--- config.mk ---
export PLATFORM = sky130hd
export DESIGN_NAME = rr_arb_mux
export DESIGN_NICKNAME = d
export VERILOG_FILES = /design/src/rtl/rr_arb_mux.sv
export SDC_FILE = /design/constraint.sdc
export NUM_CORES = 1
export LEC_CHECK = 0
export CORE_MARGIN = 2
export CORE_UTILIZATION = 44
export CTS_CLUSTER_SIZE = 24
export DETAILED_ROUTE_END_ITERATION = 16
export PLACE_DENSITY_LB_ADDON = 0.05
export SKIP_CTS_REPAIR_TIMING = 1
export SLEW_MARGIN = 20
export SYNTH_ARGS = -nofsm -noshare
export SYNTH_HDL_FRONTEND = slang
export SYNTH_SLANG_ARGS = --single-unit
--- constraint.sdc ---
create_clock -name clk -period 2.6 [get_ports clk]
set_input_delay 0.52 -clock clk [delete_from_list [all_inputs] [get_ports clk]]
set_output_delay 0.52 -clock clk [all_outputs]
set_load 0.005 [all_outputs]
--- src/rtl/rr_arb_mux.sv ---
// Round-robin arbiter with one-hot payload select and a single-entry output register.
// Several producers share one downstream valid/ready channel; one beat per cycle at full rate.
module rr_arb_mux #(
  parameter type T       = logic,
  parameter int  REQ_NUM = 4
) (
  input  logic               clk,
  input  logic               rst,
  input  logic [REQ_NUM-1:0] req_valid_i,
  output logic [REQ_NUM-1:0] req_ready_o,
  input  T                   req_data_i [REQ_NUM],
  output logic               out_valid_o,
  input  logic               out_ready_i,
  output T                   out_data_o,
  output logic [REQ_NUM-1:0] out_gnt_oh_o
);

  localparam int                   DBL_W   = 2 * REQ_NUM;
  localparam logic [DBL_W-1:0]     DBL_ONE = DBL_W'(1);
  localparam logic [REQ_NUM-1:0]   PTR_RST = REQ_NUM'(1);

  logic [REQ_NUM-1:0] r_ptr;

  logic               w_load_en;
  logic [DBL_W-1:0]   w_req_dbl;
  logic [DBL_W-1:0]   w_mask_dbl;
  logic [DBL_W-1:0]   w_cand_dbl;
  logic [DBL_W-1:0]   w_first_dbl;
  logic [REQ_NUM-1:0] w_gnt;
  logic [REQ_NUM-1:0] w_hs;
  logic               w_any_hs;
  T                   w_sel;

  assign w_load_en = ~out_valid_o | out_ready_i;

  // Upper copy of the request vector covers the wrap-around; the mask keeps only
  // bits at or above the pointer, so the lowest surviving bit is the RR winner.
  assign w_req_dbl   = {req_valid_i, req_valid_i};
  assign w_mask_dbl  = ~({{REQ_NUM{1'b0}}, r_ptr} - DBL_ONE);
  assign w_cand_dbl  = w_req_dbl & w_mask_dbl;
  assign w_first_dbl = w_cand_dbl & (~w_cand_dbl + DBL_ONE);
  assign w_gnt       = w_first_dbl[REQ_NUM-1:0] | w_first_dbl[DBL_W-1:REQ_NUM];

  assign req_ready_o = rst ? '0 : (w_gnt & {REQ_NUM{w_load_en}});
  assign w_hs        = req_ready_o & req_valid_i;
  assign w_any_hs    = |w_hs;

  always_comb begin
    w_sel = '0;
    for (int k = 0; k < REQ_NUM; k++) begin
      if (w_gnt[k]) begin
        w_sel = T'(w_sel | req_data_i[k]);
      end
    end
  end

  always_ff @(posedge clk or posedge rst) begin
    if (rst) begin
      r_ptr <= PTR_RST;
    end else if (w_any_hs) begin
      r_ptr <= {w_hs[REQ_NUM-2:0], w_hs[REQ_NUM-1]};
    end
  end

  always_ff @(posedge clk or posedge rst) begin
    if (rst) begin
      out_valid_o  <= 1'b0;
      out_data_o   <= '0;
      out_gnt_oh_o <= '0;
    end else if (w_any_hs) begin
      out_valid_o  <= 1'b1;
      out_data_o   <= w_sel;
      out_gnt_oh_o <= w_gnt;
    end else if (out_valid_o && out_ready_i) begin
      // Data is left in place on drain; only valid and source ID clear.
      out_valid_o  <= 1'b0;
      out_gnt_oh_o <= '0;
    end
  end

`ifndef SYNTHESIS
  a_ready_onehot0: assert property (@(posedge clk) disable iff (rst) $onehot0(req_ready_o));
  a_ptr_onehot:    assert property (@(posedge clk) disable iff (rst) $onehot(r_ptr));
  a_gnt_onehot0:   assert property (@(posedge clk) disable iff (rst) $onehot0(out_gnt_oh_o));
  a_valid_gnt:     assert property (@(posedge clk) disable iff (rst) out_valid_o == (|out_gnt_oh_o));
  a_stall_stable:  assert property (@(posedge clk) disable iff (rst)
                     (out_valid_o && !out_ready_i) |=>
                     (out_valid_o && $stable(out_data_o) && $stable(out_gnt_oh_o)));
`endif

endmodule

==> impl_summary.md, run 1 <==
Floorplan
The count of pins on the block boundary is 21. Measured along the y axis, the die boundary spans roughly 42 um. The total area inside the core boundary comes to ~1300 um2. In this run the horizontal extent of the chip is 42.3 um.

Once the floorplan was initialized, standard cells occupied between 40% and 50% of the core. Row generation in the floorplan step produced 13 rows. The floorplan step defined a die boundary enclosing 1790 um2.

Global routing
The first global-routing pass estimated roughly 2.9 mm of wire. The number of antenna violations at the first check in global routing came to 0. The via count of the first global-routing pass came to 679. The aggregate global routing overflow is 0. The largest net degree at the start of global routing is 10. The all-layer global routing usage is roughly a fifth.

Place
The setup slack at placement is -0.177 ns. The placed instances occupy a cell area of roughly 1000 um2. The number of port buffers is 20. The HPWL after detailed placement is roughly 1.3 mm. At the end of routability-driven placement, the weighted congestion stood at just under 0.8.

Clock tree
The latest clock arrival within the worst-skew pair is between 0.2 and 0.3 ns. The register clock-pin slew on the reported worst setup and hold paths is ~0.060 ns. In this run, CTS created clock tree buffers numbering 3. Counting along the longest clock path gives a buffer depth of 2.

The number of H-tree levels is 1. The clock tree from TritonCTS is done. The TritonCTS sink count is 10. CTS placed an instance of sky130_fd_sc_hd__clkbuf_4 at the clock tree root.

Layout
The library cell used most frequently in the layout, excluding fill and tap cells, is sky130_fd_sc_hd__buf_4. The synthesis-to-layout area growth is 71.0%. The final-stage net count is between 100 and 150. The number of filler cells placed in the layout is 94.

The total non-filler cell area in the finished layout is roughly 1100 um2. The total inserted antenna cells is 0. Leaving out fill and tap cells, the most frequent cells in the layout are 20 x sky130_fd_sc_hd__buf_4, 15 x sky130_fd_sc_hd__clkdlybuf4s50_1, 9 x sky130_fd_sc_hd__nand2_1, 8 x sky130_fd_sc_hd__dfrtp_1, 5 x sky130_fd_sc_hd__dlymetal6s2s_1. The share of layout cells above drive strength 1 is between 40 and 50%.

Hold path
The tightest min-delay check is of the reg2reg type.

Critical path
The stage delay of the slowest cell on the critical path is 0.53 ns. The buffer and inverter count on the worst path is 2. The worst setup path is captured at an output pin. The cell family contributing the most delay on the critical path is buffers and inverters. The signal on the critical path passes through inv_1 > ha_2 > a22oi_2 > nand3_2 > nor2_2 > clkdlybuf4s50_1.

On the critical path, the stage with the largest delay is an instance of sky130_fd_sc_hd__dfstp_2. The arrival time of data at the critical path endpoint is around 2.2 ns. The element type at the critical path start is a flip-flop. The biggest fanout along the worst timing path is 3. The path type of the worst setup path is reg2out. For the worst setup path, the data required time is 2.08 ns.

Yosys
The netlist uses 35 different library cells. The async set or reset register ratio after synthesis is 100%. The flop and latch count out of synthesis is 10. Synthesis handed over a netlist of 67 instances. The average footprint of a synthesized cell is between 9 and 10 um2. In the synthesized netlist the dominant register cell turns out to be sky130_fd_sc_hd__dfrtp_1. The number of warning messages in the yosys log is 0.

The sequential fraction of the synthesis area is 38.9%. The synthesized design devotes to its leading area cell type a little over a third of total area. After synthesis, the cell types taking the most area are sky130_fd_sc_hd__dfrtp_1 35%, sky130_fd_sc_hd__a31o_2 5.4%, sky130_fd_sc_hd__nand2_1 5.2%, sky130_fd_sc_hd__a21o_1 4.6%, sky130_fd_sc_hd__dfstp_2 4.1%.

Yosys mapped a number of flops with a built-in enable equal to 0. The net count after synthesis is 79. The synthesized area is 647 um2. The cell taking the most area after synthesis is sky130_fd_sc_hd__dfrtp_1.

Power
The internal portion of the total power is ~0.00024 W. Of the total power, the clock network draws 36.7%. The worst IR drop on VDD is 287 uV.

In this run, flip-flops and latches consume between 50% and 60% of the power. The part of the power in combinational logic is about 12%. The standby leakage power is just under 0.6 nW. For this design the total switching power over the nets is between 0.00006 and 0.00007 W. The fraction of power spent switching nets is between 20% and 30%. The total power density per cell area is about 280 nW/um2.

Timing
The minimum period implied by the final worst setup slack is around 2.7 ns. Headroom to the max-slew limit came out at between 70% and 80%. Setup violations remaining at the end of the flow were counted as 1. The total negative setup slack is -0.0803 ns.

The slew of the pin with the lowest slew margin is 0.356 ns. The final critical-path share of the clock period is 103%. Hold timing on the final database bottoms out at a slack of 0.512 ns. The count of pins over their slew limit is 0. Across all setup checks in the final design, the least slack found is -0.0803 ns. Setup repair after global routing could not meet its margin everywhere. The final clock skew is 0.00297 ns. The achievable frequency is approximately 0.37 GHz.

The hold violation count in the final report was 0.

Drt
After detailed routing, the average wire length per cell comes to 15.3 um. The DRC violation count after routing is 0. Using the TritonRoute via totals, the vias-per-cell ratio works out to between 5 and 6. The post-route antenna net violation count is 0. The count of routing violations after the opening detailed-route iteration is 5. Across all layers, the routed design uses roughly 700 vias. The total wirelength of the detailed-routed design is roughly 1.9 mm. The number of optimization iterations in the first detailed-route pass is 4.

Status
The flow ran to the end, but the final reports show violations. The checks that failed: setup timing.

Run
The number of max-cap violations is 0.
[power groups by stage]
stage               registers (W)  clock network (W)   logic [W]
CTS                      0.000156           0.000117   0.0000341
detailed placement       0.000158                  0   0.0000339
finish                   0.000156           0.000112   0.0000371
global placement         0.000158                  0   0.0000338
floorplan                0.000158                  0  0.00000726
global route             0.000155           0.000123   0.0000396
[worst paths after layout]
kind | to | start | depth (start not counted) | slack (ns)
max | req_ready_o[3] | r_ptr[0]$_DFFE_PP1P_ | 6 | -0.08
min | out_data_o$_DFFE_PP0P_ | out_data_o$_DFFE_PP0P_ | 1 | 0.51
max reg2reg | out_data_o$_DFFE_PP0P_ | r_ptr[1]$_DFFE_PP0P_ | 8 | 0.17
min reg2reg | out_data_o$_DFFE_PP0P_ | out_data_o$_DFFE_PP0P_ | 1 | 0.51
max in group asynchronous | r_ptr[1]$_DFFE_PP0P_ | rst | 3 | 1.80
min in group asynchronous | r_ptr[0]$_DFFE_PP1P_ | rst | 2 | 0.65
[final cells by class]
type	instances	area (um2)	share of cell area (%)
clock buffer	4	26.3	2.38
tap	15	18.8	1.70
multi-input combinational	53	434	39.3
sequential	10	253	22.9
inverter	3	11.3	1.02
timing repair buffer	40	363	32.8
[cell usage after synthesis, types with 2 or more instances]
cell	number
sky130_fd_sc_hd__nor2_1	4
sky130_fd_sc_hd__dfrtp_1	9
sky130_fd_sc_hd__a31oi_1	2
sky130_fd_sc_hd__nand3_1	2
sky130_fd_sc_hd__inv_1	3
sky130_fd_sc_hd__nand2b_1	3
sky130_fd_sc_hd__a31o_2	4
sky130_fd_sc_hd__nand2_1	9
sky130_fd_sc_hd__a21o_1	4
sky130_fd_sc_hd__nor2b_1	2
[routing by layer]
layer	global-route usage [%]	routed length, um
met3	3.45	68
met4	8.75	21
met2	34.2	983
met5	0	0
met1	28.1	833
[kinds of logic (layout without fill, tap and decap cells)]
| family | Yosys count | after routing | share of synthesized area, % |
|---|---|---|---|
| AOI/OAI and AO/OA | 19 | 19 | 23.4 |
| xor gates and xnor gates | 2 | 2 | 2.71 |
| adders and majority gates | 1 | 1 | 1.93 |
| buffers and inverters | 4 | 47 | 3.48 |
| DFF | 10 | 10 | 38.9 |
| muxes | 1 | 1 | 2.32 |
| and+or+nand+nor | 30 | 30 | 27.3 |
[through the flow]
step	util (%)	instances	power, W
4_1_cts	77.3	125	0.000307
3_3_place_gp	75.3	121	0.000192
3_5_place_dp	75.3	121	0.000192
6_report	82.9	125	0.000305
5_1_grt	82.9	125	0.000318
2_1_floorplan	-	67	0.000166
[state kept, by name (all words and copies together) (netlist names)]
signal        flops
out_data_o        1
out_gnt_oh_o      4
r_ptr             4
out_valid_o       1
Power figures use the tool's default switching activity.
==> run 2, diff against run 1 <==
- CORE_MARGIN: 2 -> 3
==> run 2 against run 1 <==
  * The run still ends with setup timing left
  * Sequential share of layout area shrank 0.052 points
  * First-iteration DRC count rose by 60%
  * Register-to-register slack better by 0.06 ns
  * Worst hold slack worse by 0.0016 ns
  * Flip-flop and latch count stayed put
  * Clock skew up 0.00096 ns
  * Highest routed layer unchanged
==> impl_summary.md, run 2 (same netlist as run 1, synthesis figures left out) <==
Place
The number of placed instances, taps included, is between 100 and 150. The number of port buffers is 20. The last weighted congestion value of the routability-driven placer is roughly 0.74.

Summing all placed instances gives a cell area of 990 um2. Summed over all nets, the half-perimeter wirelength after detailed placement is around 1.4 mm.

Power
The standby leakage power is between 0.5 and 0.6 nW. The total power density per cell area is ~300 nW/um2. Net switching is slightly above 20% of the power.

The part of the power in combinational logic is a little under an eighth. The sequential power share is a little under half. The clock network burns ~41% of the power. The worst IR drop on VDD is about 410 uV.

In this run the power spent charging and discharging nets is 0.0000665 W. Cell internal power was estimated by the tool at about 0.00026 W.

Global routing
The largest net degree at the start of global routing is 11. The all-layer global routing usage is between 20% and 30%. The via count of the first global-routing pass is a little over 700. The number of antenna violations at the first check in global routing was 0. For this run the aggregate overflow at the end of global routing stands at 0. The global-route wire length before repair is just under 3 mm.

Timing
Based on the critical path, the design can be clocked at up to ~0.36 GHz. The hold violation count in the final report was 0. Setup violations remaining at the end of the flow were counted as 2. The worst pin sits at a relative slew slack of around 77%.

Setup repair after global routing could not meet its margin everywhere. The final critical-path share of the clock period is 106%. The final clock skew is a little under 0.004 ns.

For the pin with the worst max-slew slack, the measured transition is approximately 0.33 ns. The post-route worst hold slack is 0.511 ns. The count of pins over their slew limit was 0.

The post-layout worst setup margin is -0.154 ns. The minimum period implied by the final worst setup slack is between 2 and 3 ns.

Layout
0 antenna diodes ended up in the layout. Cells with a size suffix above 1 make up a little over two fifths of the layout. The count of cells in the finished layout, fillers not included, comes to ~120. The library cell used most frequently in the layout, excluding fill and tap cells, is sky130_fd_sc_hd__buf_4. The largest registers in the layout are out_gnt_oh_o: 4 flops, r_ptr: 4 flops. The final-stage net count is around 120. The synthesis-to-layout area growth is 71.4%. In the layout the commonest cells are 19 x sky130_fd_sc_hd__buf_4, 15 x sky130_fd_sc_hd__clkdlybuf4s50_1, 9 x sky130_fd_sc_hd__nand2_1, 8 x sky130_fd_sc_hd__dfrtp_1, 5 x sky130_fd_sc_hd__dlymetal6s2s_1. The total non-filler cell area in the finished layout is about 1100 um2.

Drt
Wires add up to roughly 1.8 mm. For this run, design rule violations remaining after detail routing come to 0. Once detail routing completed, the nets flagged for antenna violations numbered 0. Summing over every cut layer, the via total after detailed routing is about 680.

In the final routed layout, each cell accounts on average for about 15 um. The count of routing violations after the opening detailed-route iteration is 8. The number of optimization iterations in the first detailed-route pass is 3.

The routed via count divided by cell count is approximately 5.5.

Floorplan
The count of pins on the block boundary is 21. The floorplan step set the die width to approximately 44 um. The initial utilization of the core area, before any placement, comes to 48.5%.

The vertical die dimension is 44.3 um. The floorplan has 13 rows. The core region is 1330 um2. The floorplan step defined a die boundary enclosing around 2000 um2.

Critical path
The biggest fanout along the worst timing path is 4. STA classifies the critical path startpoint as a flip-flop. The worst setup path is captured at an output pin. The arrival time of data at the critical path endpoint is around 2.2 ns.

The required time of the critical path is between 2 and 2.5 ns. The setup path with the least slack is of type reg2out.

Hold path
The tightest min-delay check is of the reg2reg type.

Clock tree
The register clock-pin slew on the reported worst setup and hold paths is approximately 0.070 ns. The latest clock arrival within the worst-skew pair is between 0.2 and 0.3 ns. The tree is rooted in a sky130_fd_sc_hd__clkbuf_4. The number of clock buffers inserted by TritonCTS is 3.

The maximum count of clock buffers along a single path is 2. TritonCTS built the clock tree. Clock tree synthesis found a total of 10 sinks.

In this run the number of H-tree levels came out at 1.

Status
The flow ran to the end, but the final reports show violations. The checks that failed: setup timing.

Run
Across the run, the number of max-cap violations was 0.
[run 2: worst paths after layout]
path | start | endpoint | slack, ns | depth (start not counted)
hold reg to reg | out_gnt_oh_o[3]$_DFFE_PP0P_ | out_gnt_oh_o[3]$_DFFE_PP0P_ | 0.51 | 1
max in group asynchronous | rst | r_ptr[0]$_DFFE_PP1P_ | 1.75 | 3
min in group asynchronous | rst | out_data_o$_DFFE_PP0P_ | 0.63 | 3
setup reg to reg | r_ptr[1]$_DFFE_PP0P_ | out_data_o$_DFFE_PP0P_ | 0.23 | 8
hold / removal | out_gnt_oh_o[3]$_DFFE_PP0P_ | out_gnt_oh_o[3]$_DFFE_PP0P_ | 0.51 | 1
setup / recovery | r_ptr[0]$_DFFE_PP1P_ | req_ready_o[1] | -0.15 | 7
[run 2: critical path, cell delays in order, from the launching register on]
cell	delay, ns
sky130_fd_sc_hd__dfstp_2	0.56
sky130_fd_sc_hd__inv_1	0.09
sky130_fd_sc_hd__ha_4	0.26
sky130_fd_sc_hd__nor2_1	0.13
sky130_fd_sc_hd__and3_1	0.19
sky130_fd_sc_hd__a31oi_2	0.12
sky130_fd_sc_hd__nor2_2	0.12
sky130_fd_sc_hd__clkdlybuf4s50_1	0.51
[run 2: power by group through the flow]
| stage | Clock, W | Combinational [W] | Sequential, W |
|---|---|---|---|
| 2_1_floorplan | 0 | 0.00000726 | 0.000158 |
| 3_5_place_dp | 0 | 0.0000345 | 0.000158 |
| 5_1_grt | 0.000149 | 0.0000397 | 0.000155 |
| 3_3_place_gp | 0 | 0.0000337 | 0.000158 |
| 4_1_cts | 0.000139 | 0.0000346 | 0.000156 |
| 6_report | 0.000136 | 0.0000373 | 0.000156 |
[run 2: layer usage]
metal / part of all wire (%) / track usage, % / vias up
met2: 49 / 36.0 / 19
met1: 44 / 23.5 / 319
met4: 2.7 / 10.8 / 0
met5: 0 / 0 / -
li1: - / - / 332
met3: 4.6 / 4.07 / 6
[run 2: metrics by stage]
step	utilization (%)	setup slack, ns	total power [W]	setup TNS, ns
global route	83.1	-0.219	0.000344	-0.436
floorplan	-	0.324	0.000166	0
CTS	76.9	-0.287	0.000329	-0.916
finish	83.1	-0.154	0.000329	-0.266
detailed placement	74.2	-0.177	0.000193	-0.579
global placement	74.2	-0.164	0.000192	-0.547
[run 2: area by class of cell]
| type | instances | area [um2] |
|---|---|---|
| clock buffer | 4 | 36.3 |
| fill | 90 | 225 |
| sequential | 10 | 253 |
| multi-input combinational | 53 | 434 |
| timing repair buffer | 39 | 355 |
| inverter | 3 | 11.3 |
| tap | 15 | 18.8 |
==> run 3, diff against run 2 <==
- CORE_MARGIN: 3 -> 2
- RECOVER_POWER: default -> 50
- SLEW_MARGIN: 20 -> 25
==> run 3 against run 2 <==
  * The flow still finishes with violations (setup timing)
  * Routed wire length is 6.0% higher
  * Clock power is 18% lower
  * Core utilization decreased by 0.19 points
  * Worst hold slack better by 0.0016 ns
  * Fmax up 2.8%
  * Global-route usage grew 0.57 points
  * Final area shrank 0.23%
  * Non-clock buffer count is 1 higher
  * Critical endpoint is now req_ready_o[3]
  * Largest cell class unchanged
==> impl_summary.md, run 3 (same netlist as run 1, synthesis figures left out) <==
Status
The run finished, with violations left. The final reports fail on setup timing.

Critical path
The category of the worst setup path capture point is an output pin. The critical path launch point is r_ptr[0]$_DFFE_PP1P_. The cell family contributing the most delay on the critical path is buffers and inverters.

On the critical path, the stage with the largest delay is an instance of sky130_fd_sc_hd__dfstp_2. The length in cells of the worst reg-to-reg path is 8. The stage delay of the slowest cell on the critical path is 0.53 ns.

The worst setup path is of the reg2out kind. For the worst setup path, the data arrival time is 2.16 ns. The biggest fanout along the worst timing path is 3. The critical path goes through inv_1 > ha_2 > a22oi_2 > nand3_2 > nor2_2 > clkdlybuf4s50_1. The critical path depth is 6. The required time of the critical path is between 2 and 2.5 ns. The startpoint identified for the worst register-to-register timing path is r_ptr[1]$_DFFE_PP0P_. STA classifies the critical path startpoint as a flip-flop.

Together, buffers and inverters on the worst path number 2.

Timing
Static timing analysis puts the maximum clock frequency at 0.373 GHz. Setup violations remaining at the end of the flow were counted as 1. The slew of the pin with the lowest slew margin is approximately 0.36 ns. Setup total negative slack on the finished layout was measured at -0.0803 ns. The worst slew slack as a fraction of its limit is around 76%. The count of pins over their slew limit is 0. Setup repair after global routing could not meet its margin everywhere. The worst path in the final design needs a cycle of roughly 2.7 ns, including I/O delays and setup. Across the routed clock network, the largest skew measured is 0.00297 ns. The post-layout worst setup margin is -0.0803 ns. The hold violation count in the final report came to 0.

The final critical-path share of the clock period is 103%.

Power
The standby leakage power is a little under 0.6 nW. The total power density per cell area is about 280 nW/um2. VDD sags by at most between 200 and 300 uV. The total power after layout is approximately 0.00030 W.

Layout
From synthesis to final layout, the design area changed by 71.0%. Leaving out fill and tap cells, the most frequent cell in the layout is sky130_fd_sc_hd__buf_4. The final-stage net count is between 100 and 150. The final cell utilization of the core is 82.9%. The total inserted antenna cells is 0. The number of cells in the finished layout apart from fillers is 125.

The largest registers in the layout are out_gnt_oh_o: 4 flops, r_ptr: 4 flops. In the layout the commonest cells are 20 x sky130_fd_sc_hd__buf_4, 14 x sky130_fd_sc_hd__clkdlybuf4s50_1, 9 x sky130_fd_sc_hd__nand2_1, 8 x sky130_fd_sc_hd__dfrtp_1, 5 x sky130_fd_sc_hd__dlymetal6s2s_1. The post-route netlist has a little over two fifths of its cells at a drive strength greater than 1. The total non-filler cell area in the finished layout is around 1100 um2.

Hold path
Along the worst hold path, the cell count comes to 1. The kind of path behind the tightest hold check is reg2reg. The startpoint identified for the worst hold timing path is out_data_o$_DFFE_PP0P_.

Floorplan
The area of the placeable core is ~1300 um2. For this configuration, the core starts out at a cell density of around half. The die is 42.3 um wide. The number of placement rows is 13. The vertical die dimension is around 42 um. During I/O placement, the number of pins put on the boundary was 21.

The floorplan step defined a die boundary enclosing 1790 um2.

Place
Once detailed placement completed, the half-perimeter wirelength came to between 1 and 1.5 mm. The post-placement cell count is around 120. Once placement finished, the instance area stood at 1000 um2. The number of port buffers is 20. The congestion estimate from routability-driven global placement came to between 0.7 and 0.8.

Global routing
The number of antenna violations at the first check in global routing is 0. Global routing used 21.2% of the available tracks. The routing usage on met1 is 28.1%. Summed over all layers, the global routing overflow is 0.

The routing layer with the top usage in global route is met2. The largest net degree at the start of global routing is 10. The met2 track utilization from global routing is between 30 and 40%. The first global-routing pass estimated roughly 2.9 mm of wire. In the global route stage, met3 resource usage came out at 3.45%. The via count of the first global-routing pass is between 600 and 700.

Drt
After detailed routing, the number of vias per cell comes to about 5.5. The routed layout has a little under 700 vias. The DRC violation count after routing is 0. The first routing iteration left 5 violations. In the final routed layout, each cell accounts on average for between 15 and 20 um. In this run the remaining antenna-violating nets after routing total 0. The first detailed-routing pass ran for 4 iterations. The total wirelength of the detailed-routed design is about 1.9 mm.

Clock tree
The clock tree from TritonCTS is done. The TritonCTS sink count is 10. Clock tree synthesis selected as its root buffer the cell sky130_fd_sc_hd__clkbuf_4. CTS built an H-tree with a depth of 1. The longest clock path from root to sink contains 2 buffers.

The number of clock buffers inserted by TritonCTS is 3. After clock tree synthesis, the clock-pin slew on the worst setup and hold paths is ~0.060 ns. For the worst-skew pair, the clock arrives at the later sink with an insertion delay of approximately 0.27 ns.

Run
Across the run, the number of max-cap violations was 0.
[run 3: cell types whose count changed in the layout (fill, tap and decap cells not counted), sizes merged]
cell / delta
buf: +1
clkdlybuf4s50: -1
dlygate4sd3: +1
[run 3: power by group]
part           leakage (nW)   total, W  switching (W)  internal [W]
combinational         0.448  0.0000368      0.0000157     0.0000212
clock                0.0150   0.000112      0.0000525     0.0000594
sequential            0.134   0.000156              0      0.000156
[run 3: worst paths after layout]
path	end	slack [ns]
max	req_ready_o[3]	-0.08
min	out_data_o$_DFFE_PP0P_	0.51
max reg2reg	out_data_o$_DFFE_PP0P_	0.17
min reg2reg	out_data_o$_DFFE_PP0P_	0.51
max in group asynchronous	r_ptr[1]$_DFFE_PP0P_	1.66
min in group asynchronous	r_ptr[0]$_DFFE_PP1P_	0.78
[run 3: per-layer routing]
layer,vias up,routed length [um]
met3,2,68
met5,-,0
met4,0,21
met2,24,983
met1,329,833
li1,337,-
[run 3: per-stage QoR]
stage	setup WS [ns]	hold slack, ns
floorplan	0.324	0.375
global placement	-0.154	0.493
detailed placement	-0.177	0.498
CTS	-0.258	0.517
global route	-0.184	0.529
finish	-0.0803	0.512
[run 3: cell type report]
class | instances | area (um2)
Tap cell | 15 | 18.8
Multi-Input combinational cell | 53 | 434
Timing Repair Buffer | 40 | 363
Clock buffer | 4 | 26.3
Fill cell | 94 | 228
Inverter | 3 | 11.3
Sequential cell | 10 | 253
